File: src/rtl/ntt_pkg.sv
// Shared constants and types for the NTT sequencer: transform size, modulus,
// coefficient width, transform mode and controller state encoding.
package ntt_pkg;

  localparam int LOG_N   = 8;
  localparam int N       = 1 << LOG_N;
  localparam int STAGE_W = $clog2(LOG_N);
  localparam int Q       = 8380417;
  localparam int DATA_W  = 23;

  typedef enum logic {
    NTT_FWD = 1'b0,
    NTT_INV = 1'b1
  } ntt_mode_e;

  typedef enum logic [1:0] {
    IDLE,
    RUN,
    DRAIN,
    DONE
  } ntt_state_e;

endpackage

File: src/rtl/ntt_ctrl_if.sv
// Command, RAM-address and butterfly-control bundle of the NTT sequencer.
// Optional cycle_cnt_o is present when NTT_CTRL_CYCLE_CNT_EN is defined.
interface ntt_ctrl_if;
  import ntt_pkg::*;

  logic             start_i;
  logic             inv_i;
  logic             busy_o;
  logic             done_o;
  logic [LOG_N-1:0] rd_addr_a_o;
  logic [LOG_N-1:0] rd_addr_b_o;
  logic [LOG_N-1:0] tw_idx_o;
  logic             sel_butterfly_o;
  logic             sel_red_o;
  logic             wr_en_o;
  logic [LOG_N-1:0] wr_addr_a_o;
  logic [LOG_N-1:0] wr_addr_b_o;
`ifdef NTT_CTRL_CYCLE_CNT_EN
  logic [15:0]      cycle_cnt_o;

  modport master (
    output start_i, inv_i,
    input  busy_o, done_o, rd_addr_a_o, rd_addr_b_o, tw_idx_o,
           sel_butterfly_o, sel_red_o, wr_en_o, wr_addr_a_o, wr_addr_b_o,
           cycle_cnt_o
  );

  modport slave (
    input  start_i, inv_i,
    output busy_o, done_o, rd_addr_a_o, rd_addr_b_o, tw_idx_o,
           sel_butterfly_o, sel_red_o, wr_en_o, wr_addr_a_o, wr_addr_b_o,
           cycle_cnt_o
  );
`else
  modport master (
    output start_i, inv_i,
    input  busy_o, done_o, rd_addr_a_o, rd_addr_b_o, tw_idx_o,
           sel_butterfly_o, sel_red_o, wr_en_o, wr_addr_a_o, wr_addr_b_o
  );

  modport slave (
    input  start_i, inv_i,
    output busy_o, done_o, rd_addr_a_o, rd_addr_b_o, tw_idx_o,
           sel_butterfly_o, sel_red_o, wr_en_o, wr_addr_a_o, wr_addr_b_o
  );
`endif

endinterface

File: src/rtl/ntt_addr_gen.sv
// Combinational butterfly address generator: maps (stage, issue index, mode)
// to the two coefficient addresses and the twiddle ROM index.
module ntt_addr_gen
  import ntt_pkg::*;
(
  input  logic [STAGE_W-1:0] stage,
  input  logic [LOG_N-2:0]   idx,
  input  ntt_mode_e          mode,
  output logic [LOG_N-1:0]   addr_a,
  output logic [LOG_N-1:0]   addr_b,
  output logic [LOG_N-1:0]   tw_idx
);

  logic [STAGE_W-1:0] sh;
  logic [LOG_N-1:0]   len;
  logic [LOG_N-1:0]   grp;
  logic [LOG_N-1:0]   ofs;
  logic [LOG_N-1:0]   base_tw;

  // len is a power of two, so group/offset split and g*2*len are pure shifts;
  // the inverse index relies on modulo-2^LOG_N wrap of 2^(s+1) when s=LOG_N-1.
  always_comb begin
    sh      = STAGE_W'(LOG_N - 1) - stage;
    len     = LOG_N'(1) << sh;
    grp     = {1'b0, idx} >> sh;
    ofs     = {1'b0, idx} & (len - LOG_N'(1));
    addr_a  = ((grp << sh) << 1) | ofs;
    addr_b  = addr_a + len;
    base_tw = LOG_N'(1) << stage;
    tw_idx  = (mode == NTT_INV) ? ((base_tw << 1) - LOG_N'(1) - grp)
                                : (base_tw + grp);
  end

endmodule

File: src/rtl/ntt_ctrl.sv
// NTT/INTT butterfly sequencer: one issue per cycle, inter-stage drain, and a
// write-back delay line. NTT_CTRL_CYCLE_CNT_EN adds a busy-cycle counter.
module ntt_ctrl
  import ntt_pkg::*;
#(
  parameter int PIPE_LAT = 2
)
(
  input  logic     clk_i,
  input  logic     rst_i,
  ntt_ctrl_if.slave bus
);

  localparam int TW_D = (PIPE_LAT > 1) ? PIPE_LAT - 1 : 1;

  ntt_state_e         state;
  ntt_state_e         state_nxt;
  ntt_mode_e          mode;
  logic [LOG_N-2:0]   issue_cnt;
  logic [STAGE_W-1:0] stage_cnt;
  logic [STAGE_W-1:0] stage;
  logic [2:0]         drain_cnt;
  logic               accept;
  logic               issue;
  logic               last_issue;
  logic               last_stage;
  logic               drain_last;
  logic               red_now;

  logic [LOG_N-1:0]   gen_a, gen_b, gen_tw;
  logic [LOG_N-1:0]   hold_a, hold_b, hold_tw;
  logic [LOG_N-1:0]   cur_a, cur_b, cur_tw;

  logic               vld_pipe [PIPE_LAT];
  logic [LOG_N-1:0]   a_pipe   [PIPE_LAT];
  logic [LOG_N-1:0]   b_pipe   [PIPE_LAT];
  logic [LOG_N-1:0]   tw_pipe  [TW_D];
  logic               red_pipe [TW_D];

  assign accept     = (state == IDLE) && bus.start_i;
  assign issue      = (state == RUN);
  assign last_issue = &issue_cnt;
  assign last_stage = (stage_cnt == STAGE_W'(LOG_N - 1));
  assign drain_last = (drain_cnt == 3'(PIPE_LAT - 1));
  assign stage      = (mode == NTT_INV) ? STAGE_W'(LOG_N - 1) - stage_cnt : stage_cnt;
  // The final INTT stage (s=0) carries the n^-1 scaling.
  assign red_now    = issue && (mode == NTT_INV) && last_stage;

  always_ff @(posedge clk_i) begin
    if (rst_i) state <= IDLE;
    else       state <= state_nxt;
  end

  always_comb begin
    state_nxt = state;
    case (state)
      IDLE:    if (bus.start_i) state_nxt = RUN;
      RUN:     if (last_issue) state_nxt = DRAIN;
      DRAIN:   if (drain_last) state_nxt = last_stage ? DONE : RUN;
      DONE:    state_nxt = IDLE;
      default: state_nxt = IDLE;
    endcase
  end

  always_ff @(posedge clk_i) begin
    if (rst_i) begin
      mode      <= NTT_FWD;
      issue_cnt <= '0;
      stage_cnt <= '0;
      drain_cnt <= '0;
    end else begin
      case (state)
        IDLE: if (accept) begin
          mode      <= ntt_mode_e'(bus.inv_i);
          issue_cnt <= '0;
          stage_cnt <= '0;
          drain_cnt <= '0;
        end
        RUN: begin
          issue_cnt <= issue_cnt + (LOG_N-1)'(1);
          drain_cnt <= '0;
        end
        DRAIN: begin
          drain_cnt <= drain_cnt + 3'd1;
          if (drain_last) begin
            issue_cnt <= '0;
            if (!last_stage) stage_cnt <= stage_cnt + STAGE_W'(1);
          end
        end
        default: ;
      endcase
    end
  end

  ntt_addr_gen u_addr_gen (
    .stage  (stage),
    .idx    (issue_cnt),
    .mode   (mode),
    .addr_a (gen_a),
    .addr_b (gen_b),
    .tw_idx (gen_tw)
  );

  // Outside RUN the address and twiddle outputs freeze at the last issue.
  always_ff @(posedge clk_i) begin
    if (rst_i) begin
      hold_a  <= '0;
      hold_b  <= '0;
      hold_tw <= '0;
    end else if (issue) begin
      hold_a  <= gen_a;
      hold_b  <= gen_b;
      hold_tw <= gen_tw;
    end
  end

  assign cur_a  = issue ? gen_a  : hold_a;
  assign cur_b  = issue ? gen_b  : hold_b;
  assign cur_tw = issue ? gen_tw : hold_tw;

  always_ff @(posedge clk_i) begin
    if (rst_i) begin
      for (int k = 0; k < PIPE_LAT; k++) begin
        vld_pipe[k] <= 1'b0;
        a_pipe[k]   <= '0;
        b_pipe[k]   <= '0;
      end
      for (int k = 0; k < TW_D; k++) begin
        tw_pipe[k]  <= '0;
        red_pipe[k] <= 1'b0;
      end
    end else begin
      vld_pipe[0] <= issue;
      a_pipe[0]   <= cur_a;
      b_pipe[0]   <= cur_b;
      tw_pipe[0]  <= cur_tw;
      red_pipe[0] <= red_now;
      for (int k = 1; k < PIPE_LAT; k++) begin
        vld_pipe[k] <= vld_pipe[k-1];
        a_pipe[k]   <= a_pipe[k-1];
        b_pipe[k]   <= b_pipe[k-1];
      end
      for (int k = 1; k < TW_D; k++) begin
        tw_pipe[k]  <= tw_pipe[k-1];
        red_pipe[k] <= red_pipe[k-1];
      end
    end
  end

  // Twiddle and reduction select meet the RAM data one cycle before write-back.
  if (PIPE_LAT == 1) begin : g_tw_direct
    assign bus.tw_idx_o  = cur_tw;
    assign bus.sel_red_o = red_now;
  end else begin : g_tw_delayed
    assign bus.tw_idx_o  = tw_pipe[PIPE_LAT-2];
    assign bus.sel_red_o = red_pipe[PIPE_LAT-2];
  end

  assign bus.busy_o          = (state == RUN) || (state == DRAIN);
  assign bus.done_o          = (state == DONE);
  assign bus.rd_addr_a_o     = cur_a;
  assign bus.rd_addr_b_o     = cur_b;
  assign bus.sel_butterfly_o = mode;
  assign bus.wr_en_o         = vld_pipe[PIPE_LAT-1];
  assign bus.wr_addr_a_o     = a_pipe[PIPE_LAT-1];
  assign bus.wr_addr_b_o     = b_pipe[PIPE_LAT-1];

`ifdef NTT_CTRL_CYCLE_CNT_EN
  logic [15:0] cycle_cnt;

  always_ff @(posedge clk_i) begin
    if (rst_i)                cycle_cnt <= '0;
    else if (accept)          cycle_cnt <= '0;
    else if (bus.busy_o)      cycle_cnt <= cycle_cnt + 16'd1;
  end

  assign bus.cycle_cnt_o = cycle_cnt;
`endif

endmodule

File: src/flat_wrapper.sv
// flat-port wrapper written by rule: the top's interface ports become plain ports
module ntt_ctrl_flat import ntt_pkg::*;
#(
  parameter int PIPE_LAT = 2
)
  (clk_i, rst_i, bus_start_i, bus_inv_i, bus_busy_o, bus_done_o, bus_rd_addr_a_o, bus_rd_addr_b_o, bus_tw_idx_o, bus_sel_butterfly_o, bus_sel_red_o, bus_wr_en_o, bus_wr_addr_a_o, bus_wr_addr_b_o);
  ntt_ctrl_if bus_i ();
  input  logic clk_i;
  input  logic rst_i;
  input wire logic [$bits(bus_i.start_i)-1:0] bus_start_i;
  input wire logic [$bits(bus_i.inv_i)-1:0] bus_inv_i;
  output wire logic [$bits(bus_i.busy_o)-1:0] bus_busy_o;
  output wire logic [$bits(bus_i.done_o)-1:0] bus_done_o;
  output wire logic [$bits(bus_i.rd_addr_a_o)-1:0] bus_rd_addr_a_o;
  output wire logic [$bits(bus_i.rd_addr_b_o)-1:0] bus_rd_addr_b_o;
  output wire logic [$bits(bus_i.tw_idx_o)-1:0] bus_tw_idx_o;
  output wire logic [$bits(bus_i.sel_butterfly_o)-1:0] bus_sel_butterfly_o;
  output wire logic [$bits(bus_i.sel_red_o)-1:0] bus_sel_red_o;
  output wire logic [$bits(bus_i.wr_en_o)-1:0] bus_wr_en_o;
  output wire logic [$bits(bus_i.wr_addr_a_o)-1:0] bus_wr_addr_a_o;
  output wire logic [$bits(bus_i.wr_addr_b_o)-1:0] bus_wr_addr_b_o;
  assign bus_i.start_i = bus_start_i;
  assign bus_i.inv_i = bus_inv_i;
  assign bus_busy_o = bus_i.busy_o;
  assign bus_done_o = bus_i.done_o;
  assign bus_rd_addr_a_o = bus_i.rd_addr_a_o;
  assign bus_rd_addr_b_o = bus_i.rd_addr_b_o;
  assign bus_tw_idx_o = bus_i.tw_idx_o;
  assign bus_sel_butterfly_o = bus_i.sel_butterfly_o;
  assign bus_sel_red_o = bus_i.sel_red_o;
  assign bus_wr_en_o = bus_i.wr_en_o;
  assign bus_wr_addr_a_o = bus_i.wr_addr_a_o;
  assign bus_wr_addr_b_o = bus_i.wr_addr_b_o;
  ntt_ctrl #(.PIPE_LAT(PIPE_LAT)) u_core (.clk_i(clk_i), .rst_i(rst_i), .bus(bus_i));
endmodule
File: config.mk
export PLATFORM = sky130hd
export DESIGN_NAME = ntt_ctrl_flat
export DESIGN_NICKNAME = d
export VERILOG_FILES = /design/src/rtl/ntt_pkg.sv /design/src/rtl/ntt_ctrl_if.sv /design/src/rtl/ntt_addr_gen.sv /design/src/rtl/ntt_ctrl.sv /design/src/flat_wrapper.sv
export SDC_FILE = /design/constraint.sdc
export NUM_CORES = 1
export LEC_CHECK = 0
export CAP_MARGIN = 30
export CORE_MARGIN = 5
export CORE_UTILIZATION = 56
export DETAILED_ROUTE_END_ITERATION = 7
export PLACE_DENSITY_LB_ADDON = 0.15
export SYNTH_ARGS = -nofsm -noshare
export SYNTH_HDL_FRONTEND = slang
export SYNTH_SLANG_ARGS = --single-unit
export TNS_END_PERCENT = 50
File: constraint.sdc
create_clock -name clk_i -period 12.1 [get_ports clk_i]
set_clock_uncertainty 0.2 [all_clocks]
set_input_delay 3.63 -clock clk_i [delete_from_list [all_inputs] [get_ports clk_i]]
set_output_delay 3.63 -clock clk_i [all_outputs]
set_load 0.01 [all_outputs]
==> results.txt, run 1 <==
The transition time of the tightest slew-check pin is about 0.9 ns. The I/O pin count is 49. The global-route congestion overflow total came out at 0. The total count of hold-check failures in the final report came to 0. The initial cell density of the core is a little under three fifths. Of the cells placed in the final design, the portion with a size suffix greater than 1 is 9.71%. The number of clock sinks came out at 59. The number of iterations in the first detailed-routing pass is 5. The setup slack of the worst register-to-register path came out at 7.09 ns. The run finished with clean final reports. The switching share of total power is about two fifths.

The total negative setup slack is 0 ns. The global-route wire length before repair came out at 19.1 mm. The setup fix buffers added after clock tree synthesis is 0.

Power spread over the standard cell area amounts to 164 nW/um^2. Setup repair after global routing left no endpoint under its margin. The wire length after detailed routing came out at 11.6 mm. The number of antenna repair diodes came out at 0. The post-route clock period utilization came out at 77.4%. In the synthesized netlist the async set-or-reset flop fraction comes to 0%. The overall power after layout is 0.813 mW. The fraction of power consumed by the clock network is 23.5%.

The clock tree from TritonCTS is yes. Of all cell types, the one taking the most synthesized area is dfxtp_1. The detailed router placed 4082 vias in this run. The clock latency at the later pin of the worst-skew pair came out at 0.35 ns. No sink is reached through more buffers than the 2 on the longest clock path.

The maximum vdd ir drop came out at 0.162 mV. The floorplan row count came out at 32. The number of unique standard cell types used by synthesis came out at 73. The H-tree depth reported by CTS came out at 3. In this run the clock root is driven by a clkbuf_8. The library cell used most frequently in the layout, excluding fill and tap cells, is nor2_1.

The number of global-route vias before repair came out at 3874. The number of enable-type register cells in the synthesized netlist came out at 0. The synthesized area divided by synthesized cell count came out at 7.87 um^2. The final setup violation count came out at 0.

In the layout the commonest cells are nor2_1 (63), dfxtp_1 (59), clkdlybuf4s50_1 (47), nand2_1 (43), a21oi_1 (40). For the finished layout, the period the worst path requires is 9.37 ns. The worst setup path is of the flop to output port kind. The maximum achievable frequency came out at between 100 and 150 MHz. The initial detailed-routing violation count is between 300 and 400. The via density per instance is approximately 6. The category of the worst setup path launch point is a flop. The endpoint class of the critical path is an output port.

The number of nets in the synthesized netlist came out at 596. The endpoint arrival time on the critical path is 5.54 ns. The initial antenna violation count is 0.

Synthesis produced a netlist whose cell count is about 560. The count of fill cells added during filler insertion came out at 709. The number of max-capacitance violations reported is 0. The cell area reported after detailed placement came out at 4750 um^2.

The final cell area excluding filler cells came out at between 4000 and 5000 um^2. Combinational logic is responsible for 46.5% of the overall power. After legalization and detailed placement, the total HPWL measured 8.41 mm. The highest fanout seen on the critical path came out at 30.

The internal power summed over all cells is 0.494 mW. The wire length per cell came out at 17.1 um. In the routed design, unresolved DRC markers number 0. The tightest slew margin relative to the limit is 38.5%. The proportion of synthesized chip area in sequential cells came out at 26.7%.

The cell area after synthesis came out at 4430 um^2. For this design, the CTS-stage hold fixing added 0 buffers. The clock buffer count from CTS came out at 9. The final RePlAce weighted congestion is approximately 1.0. For this run, the leading register cell type out of synthesis is dfxtp_1. The setup slack at placement came out at 3.25 ns. The height of the die came out at 98.9 um. By area the synthesized netlist is led by dfxtp_1 (27%), ha_1 (7.3%), nor2_1 (5.3%). The largest net degree at the start of global routing came out at 57. The worst hold path class is flop to flop. The width of the die is 98.9 um. The count of nets left with antenna violations once routing finished came out at 0.

The switching component of the power is 0.318 mW. The reported leakage power is 1.94 nW. In the final design database the tool counted approximately 600 nets. The area of the core came out at just under 8000 um^2.

At the worst endpoint, the required time is 8.27 ns. Cells fill 64.1% of the core in the end. The area enclosed by the die boundary came out at 9790 um^2.

Per report_power, the sequential group accounts for 30.0% of the total. The total of flip-flops plus latches after synthesis came out at 59. The register clock-pin slew on the reported worst setup and hold paths is 0.07 ns. The number of buffer cells added on primary ports came out at between 40 and 50.

For this run, the total global-route usage over all layers was measured as roughly a quarter. After synthesis, the largest area contributor takes up 26.7% of total cell area. The number of instances resized during post-cts repair is 0. The number of max-slew violations in the final report is 0. The worst setup margin came out at between 2 and 3 ns. The synthesis-to-layout area growth came out at 11.8%. Yosys printed 0 warnings.
## worst max-delay path: stages, from the launching register on
cell and delay (ns):
dfxtp_1 0.93, buf_4 0.43, nand3b_1 0.24, o221ai_1 0.23
o21ai_0 0.20, a21oi_2 0.20, a21oi_2 0.05, a21oi_2 0.23
nand2_1 0.08, ha_1 0.32, a21oi_1 0.25, o21bai_1 0.13
a2111oi_0 0.59, o21ai_0 0.23, a211oi_1 0.28, nor3b_1 0.09
or2_1 0.23, clkdlybuf4s50_1 0.47
## power groups by stage
stage	Sequential [mW]	Clock (mW)	Combinational, mW
2_1_floorplan	0.245	0	0.263
3_3_place_gp	0.247	0	0.374
3_5_place_dp	0.248	0	0.378
4_1_cts	0.244	0.195	0.380
5_1_grt	0.248	0.204	0.414
6_report	0.244	0.191	0.378
## flip-flops by register name, summed over array words and instances (netlist names), 2 cells and up
name and count:
u_core.stage_cnt 3, u_core.issue_cnt 7, u_core.hold_b 7, u_core.drain_cnt 3
u_core.a_pipe 9, u_core.b_pipe 9, u_core.state 2, u_core.tw_pipe 8
u_core.vld_pipe 2, u_core.hold_a 7
## stage by stage
stage,hold WS [ns],instances
global route,0.264,679
detailed placement,0.230,663
global placement,0.231,663
floorplan,0.214,563
finish,0.234,679
CTS,0.240,679
## path summary, 6_finish.rpt
path                            depth (start not counted)                               startpoint                        endpoint
worst min-delay path                                    2              u_core.hold_a[0]$_SDFF_PP0_  u_core.a_pipe[0][8]$_SDFF_PP0_
worst max register to register                         16  u_core.bus.sel_butterfly_o$_SDFFE_PP0P_  u_core.b_pipe[0][7]$_SDFF_PP0_
worst max-delay path                                   17  u_core.bus.sel_butterfly_o$_SDFFE_PP0P_              bus_rd_addr_b_o[7]
worst min register to register                          2              u_core.hold_a[0]$_SDFF_PP0_  u_core.a_pipe[0][8]$_SDFF_PP0_
## synth_stat cells, types with 3 or more instances
library cell / count
nor2_1: 63
dfxtp_1: 59
nand2_1: 43
a21oi_1: 40
nor2b_1: 37
ha_1: 26
inv_1: 24
o21ai_0: 23
buf_4: 17
clkbuf_1: 16
buf_2: 15
nor3_1: 11
nand3_1: 10
o22ai_1: 10
xnor2_1: 10
mux2_2: 9
a21o_1: 8
nand2b_1: 8
a22oi_1: 7
mux2i_1: 7
xor2_1: 7
nand3b_1: 6
a211oi_1: 5
a311oi_1: 5
a31oi_1: 5
and3_1: 5
nor3b_1: 5
a21oi_2: 4
buf_1: 4
nand4_1: 4
o211ai_1: 4
or2_2: 4
and2_1: 3
buf_6: 3
fa_1: 3
o2111ai_1: 3
o21ai_1: 3
o21bai_1: 3
or3_1: 3
## cells by family (layout without fill, tap and decap cells)
logic type               after synthesis  count (layout)  share of synthesized area (%)
flip-flops                            59              59                           26.7
AND/OR/NAND/NOR                      212             212                           24.5
AO/OA/AOI/OAI                        147             147                           22.8
buffers and inverters                 81              95                           9.49
other                                  1               1                         0.0847
adder cells (fa/ha/maj)               29              29                           8.70
XOR/XNOR                              17              17                           3.36
multiplexers                          17              17                           4.38
## final cells by class
cell class	count	area [um^2]	area share [%]
Tap cell	102	128	2.58
Clock inverter	6	63.8	1.29
Timing Repair Buffer	54	520	10.5
Clock buffer	10	138	2.78
Inverter	25	93.8	1.90
Multi-Input combinational cell	423	2830	57.1
Sequential cell	59	1180	23.9
## per-layer routing
metal  GRT usage (%)  share of wire [%]  vias up
met4            9.35                3.5        0
li1                -                  -     1978
met1            29.4                 43     1919
met5               0                  0        -
met2            39.9                 47      152
met3            5.80                6.5       33
Note: power is estimated with default switching activity, not from simulation.
==> run 2: changes to the inputs <==
==> constraint.sdc (replaced) <==
create_clock -name clk_i -period 9.72 [get_ports clk_i]
set_clock_uncertainty 0.2 [all_clocks]
set_input_delay 2.916 -clock clk_i [delete_from_list [all_inputs] [get_ports clk_i]]
set_output_delay 2.916 -clock clk_i [all_outputs]
set_load 0.01 [all_outputs]
==> run 2 against run 1 <==
Register-to-register slack lost 2.1 ns; utilization rose by 0.40 points; sequential power grew 23%; count of clock-buffer cells in the layout increased by 1; sequential share of layout area is 0.15 points lower; die area did not move; first-iteration DRC count is 1.6% lower; via count down 1.2%.
==> results.txt, run 2 (same netlist as run 1, synthesis figures left out) <==
The area of the core is 7730 um^2 (unchanged). The overall fraction of global-route tracks in use came out at 24.3% (+0.44 points). The initial detailed-routing violation count came out at 300 (-1.6%). STA classifies the critical path endpoint as an output port. The wire length after detailed routing is 11.7 mm (+0.25%). The data required time of the critical path is 6.60 ns (-1.67 ns).

The category of the worst setup path launch point is a flop. The library cells used most frequently in the layout, excluding fill and tap cells, are nor2_1 (63), dfxtp_1 (59), clkdlybuf4s50_1 (47), nand2_1 (43), a21oi_1 (40). The clock buffer count from CTS is 9 (unchanged). The global-route congestion overflow total came out at 0 (unchanged). The count of cells along the worst register-to-register path is 16 (unchanged).

The height of the die is 98.9 um (unchanged). The net count of the finished layout is 606 (+0.17%). The slowest cell on the critical path is dfxtp_1. The cell area reported after detailed placement came out at 4760 um^2 (+0.16%). The run finished with clean final reports. The reported leakage power came out at 1.96 nW (+1.1%). The total via count after detailed routing is 4035 (-1.2%). The endpoint with the worst hold slack is u_core.a_pipe[0][8]$_SDFF_PP0_. The number of clock sinks was 59 (unchanged). The number of buffer cells added on primary ports came out at 48 (unchanged). Setup repair after global routing left no endpoint under its margin. The worst path in the final design needs a cycle of 8.40 ns, including I/O delays and setup. The hold buffer count at CTS is 0 (unchanged).

The utilization after layout is 64.5% (+0.40 points). The share of post-route cells with drive strength above 1 is 9.71% (unchanged). The global-route wire length before repair is 19.5 mm (+2.3%).

The library cell used most frequently in the layout, excluding fill and tap cells, is nor2_1. The largest registers in the layout are u_core.a_pipe: 9 flops, u_core.b_pipe: 9 flops, u_core.tw_pipe: 8 flops. The final RePlAce weighted congestion came out at 0.930 (-8.6%). The setup fix buffers added after clock tree synthesis is 0 (unchanged). The endpoint arrival time on the critical path came to 5.29 ns (-0.25 ns). The number of iterations in the first detailed-routing pass is 5 (unchanged). The H-tree depth reported by CTS came out at 3 (unchanged).

The count of fill cells added during filler insertion came to 681 (-3.9%). The via density per instance came out at 5.94 (-1.2%). The number of antenna repair diodes is 0 (unchanged).

The number of global-route vias before repair is 3999 (+3.2%). The worst hold path stage count came out at 2 (unchanged). The final setup violation count is 0 (unchanged). The initial antenna violation count came out at 0 (unchanged). The clock latency at the later pin of the worst-skew pair came out at 0.34 ns (about the same). The width of the die is 98.9 um (unchanged). The maximum achievable frequency came out at 119 MHz. The number of max-slew violations in the final report came out at 0 (unchanged). The HPWL after detailed placement is 8.47 mm (+0.77%). TritonCTS built the clock tree. The wire length per cell was 17.2 um (+0.25%). The final cell area excluding filler cells is 4980 um^2 (+0.63%). The tightest slew margin relative to the limit came out at 56.0% (+18 points). The signal on the critical path passes through buf_4, inv_1, o2111ai_1, a22oi_1, a21oi_2, o21ai_0, a211oi_2, nor2_1, ha_1, inv_1, o21bai_1, a2111oi_0, o21ai_0, a211oi_1, nor3b_1, or2_1, clkdlybuf4s50_1. The number of max-capacitance violations reported is 0 (unchanged). The I/O pin count was 49 (unchanged). The remaining design rule violation count came to 0 (unchanged).

The number of routed nets with antenna violations was 0 (unchanged). The setup slack of the worst register-to-register path is 4.95 ns (-2.14 ns). The post-route clock period utilization is approximately 86%. The initial cell density of the core is 57.3% (unchanged). The total count of hold-check failures in the final report came out at 0 (unchanged).

The total negative setup slack was 0 ns (unchanged). The number of instances resized during post-cts repair came to 0 (unchanged). The worst hold path belongs to the class flop to flop.

The maximum vdd ir drop was 0.200 mV (+24%). The floorplan row count came out at 32 (unchanged). The transition time of the tightest slew-check pin is 0.658 ns (-0.263 ns). The highest fanout seen on the critical path is 29 (-3.3%). The register clock-pin slew on the reported worst setup and hold paths came out at 0.07 ns (about the same). The largest net degree at the start of global routing is 57 (unchanged).

The synthesis-to-layout area growth came out at 12.5%. The cell area power density came out at 208 nW/um^2 (+27%). The worst hold path begins at u_core.hold_a[0]$_SDFF_PP0_. The maximum buffer depth of the clock tree is 2 (unchanged). The tree is rooted in a clkbuf_8. The critical path class is flop to output port.

The area enclosed by the die boundary is 9790 um^2 (unchanged). The launch point of the worst reg-to-reg path is u_core.stage_cnt[1]$_SDFFE_PP0P_. The destination of the worst register-to-register timing path is u_core.b_pipe[0][7]$_SDFF_PP0_. The peak per-stage delay on the critical path is 0.68 ns (-0.25 ns).
[run 2: cell types whose count changed in the layout (fill, tap and decap cells not counted)]
cell	before	now
buf_4	6	7
clkbuf_8	10	11
bufinv_16	1	2
clkinv_4	0	1
inv_6	1	0
clkinvlp_4	2	0
clkinv_2	2	1
[run 2: worst max path at each step]
stage	startpoint	cells after the start	slack (ns)	end
after floorplan	u_core.bus.sel_butterfly_o$_SDFFE_PP0P_	16	3.09	bus_rd_addr_b_o[7]
after global routing	u_core.stage_cnt[1]$_SDFFE_PP0P_	17	0.74	bus_rd_addr_b_o[7]
after CTS	u_core.stage_cnt[1]$_SDFFE_PP0P_	17	1.35	bus_rd_addr_b_o[7]
after global placement	u_core.stage_cnt[1]$_SDFFE_PP0P_	17	1.96	bus_rd_addr_b_o[7]
final	u_core.stage_cnt[1]$_SDFFE_PP0P_	17	1.32	bus_rd_addr_b_o[7]
after detailed placement	u_core.stage_cnt[1]$_SDFFE_PP0P_	17	1.77	bus_rd_addr_b_o[7]
[run 2: routing by layer]
| metal | part of all wire, % | global-route usage [%] | vias up |
|---|---|---|---|
| li1 | - | - | 1975 |
| met2 | 50 | 41.8 | 135 |
| met4 | 3.4 | 11.6 | 0 |
| met1 | 42 | 29.3 | 1894 |
| met3 | 4.4 | 4.03 | 31 |
| met5 | 0 | 0 | - |
[run 2: area by class of cell]
class	instances	area, um^2	area share (%)
multi-input combinational	423	2830	56.7
sequential	59	1180	23.7
timing repair buffer	55	528	10.6
clock buffer	11	151	3.04
tap	102	128	2.56
inverter	25	93.8	1.88
clock inverter	4	73.8	1.48
[run 2: power breakdown]
part           leakage, nW  switching, mW  total, mW  internal, mW
Clock                0.115         0.0998      0.257         0.157
Sequential           0.479         0.0200      0.299         0.279
Combinational         1.37          0.268      0.480         0.212
Total                 1.96          0.388       1.04         0.647
[run 2: critical path, delay by kind of cell, from the launching register on]
family	cells	cell delay (ns)
AOI/OAI and AO/OA	9	2.26
DFF	1	0.68
buffers and inverters	4	1.23
and+or+nand+nor	3	0.42
adders and majority gates	1	0.35
[run 2: through the flow]
| step | instances | power [mW] | worst slack [ns] | hold WS, ns |
|---|---|---|---|---|
| floorplan | 563 | 0.632 | 3.09 | 0.214 |
| global placement | 664 | 0.775 | 1.96 | 0.229 |
| detailed placement | 664 | 0.784 | 1.77 | 0.231 |
| CTS | 679 | 1.04 | 1.35 | 0.238 |
| global route | 679 | 1.11 | 0.740 | 0.263 |
| finish | 679 | 1.04 | 1.32 | 0.235 |
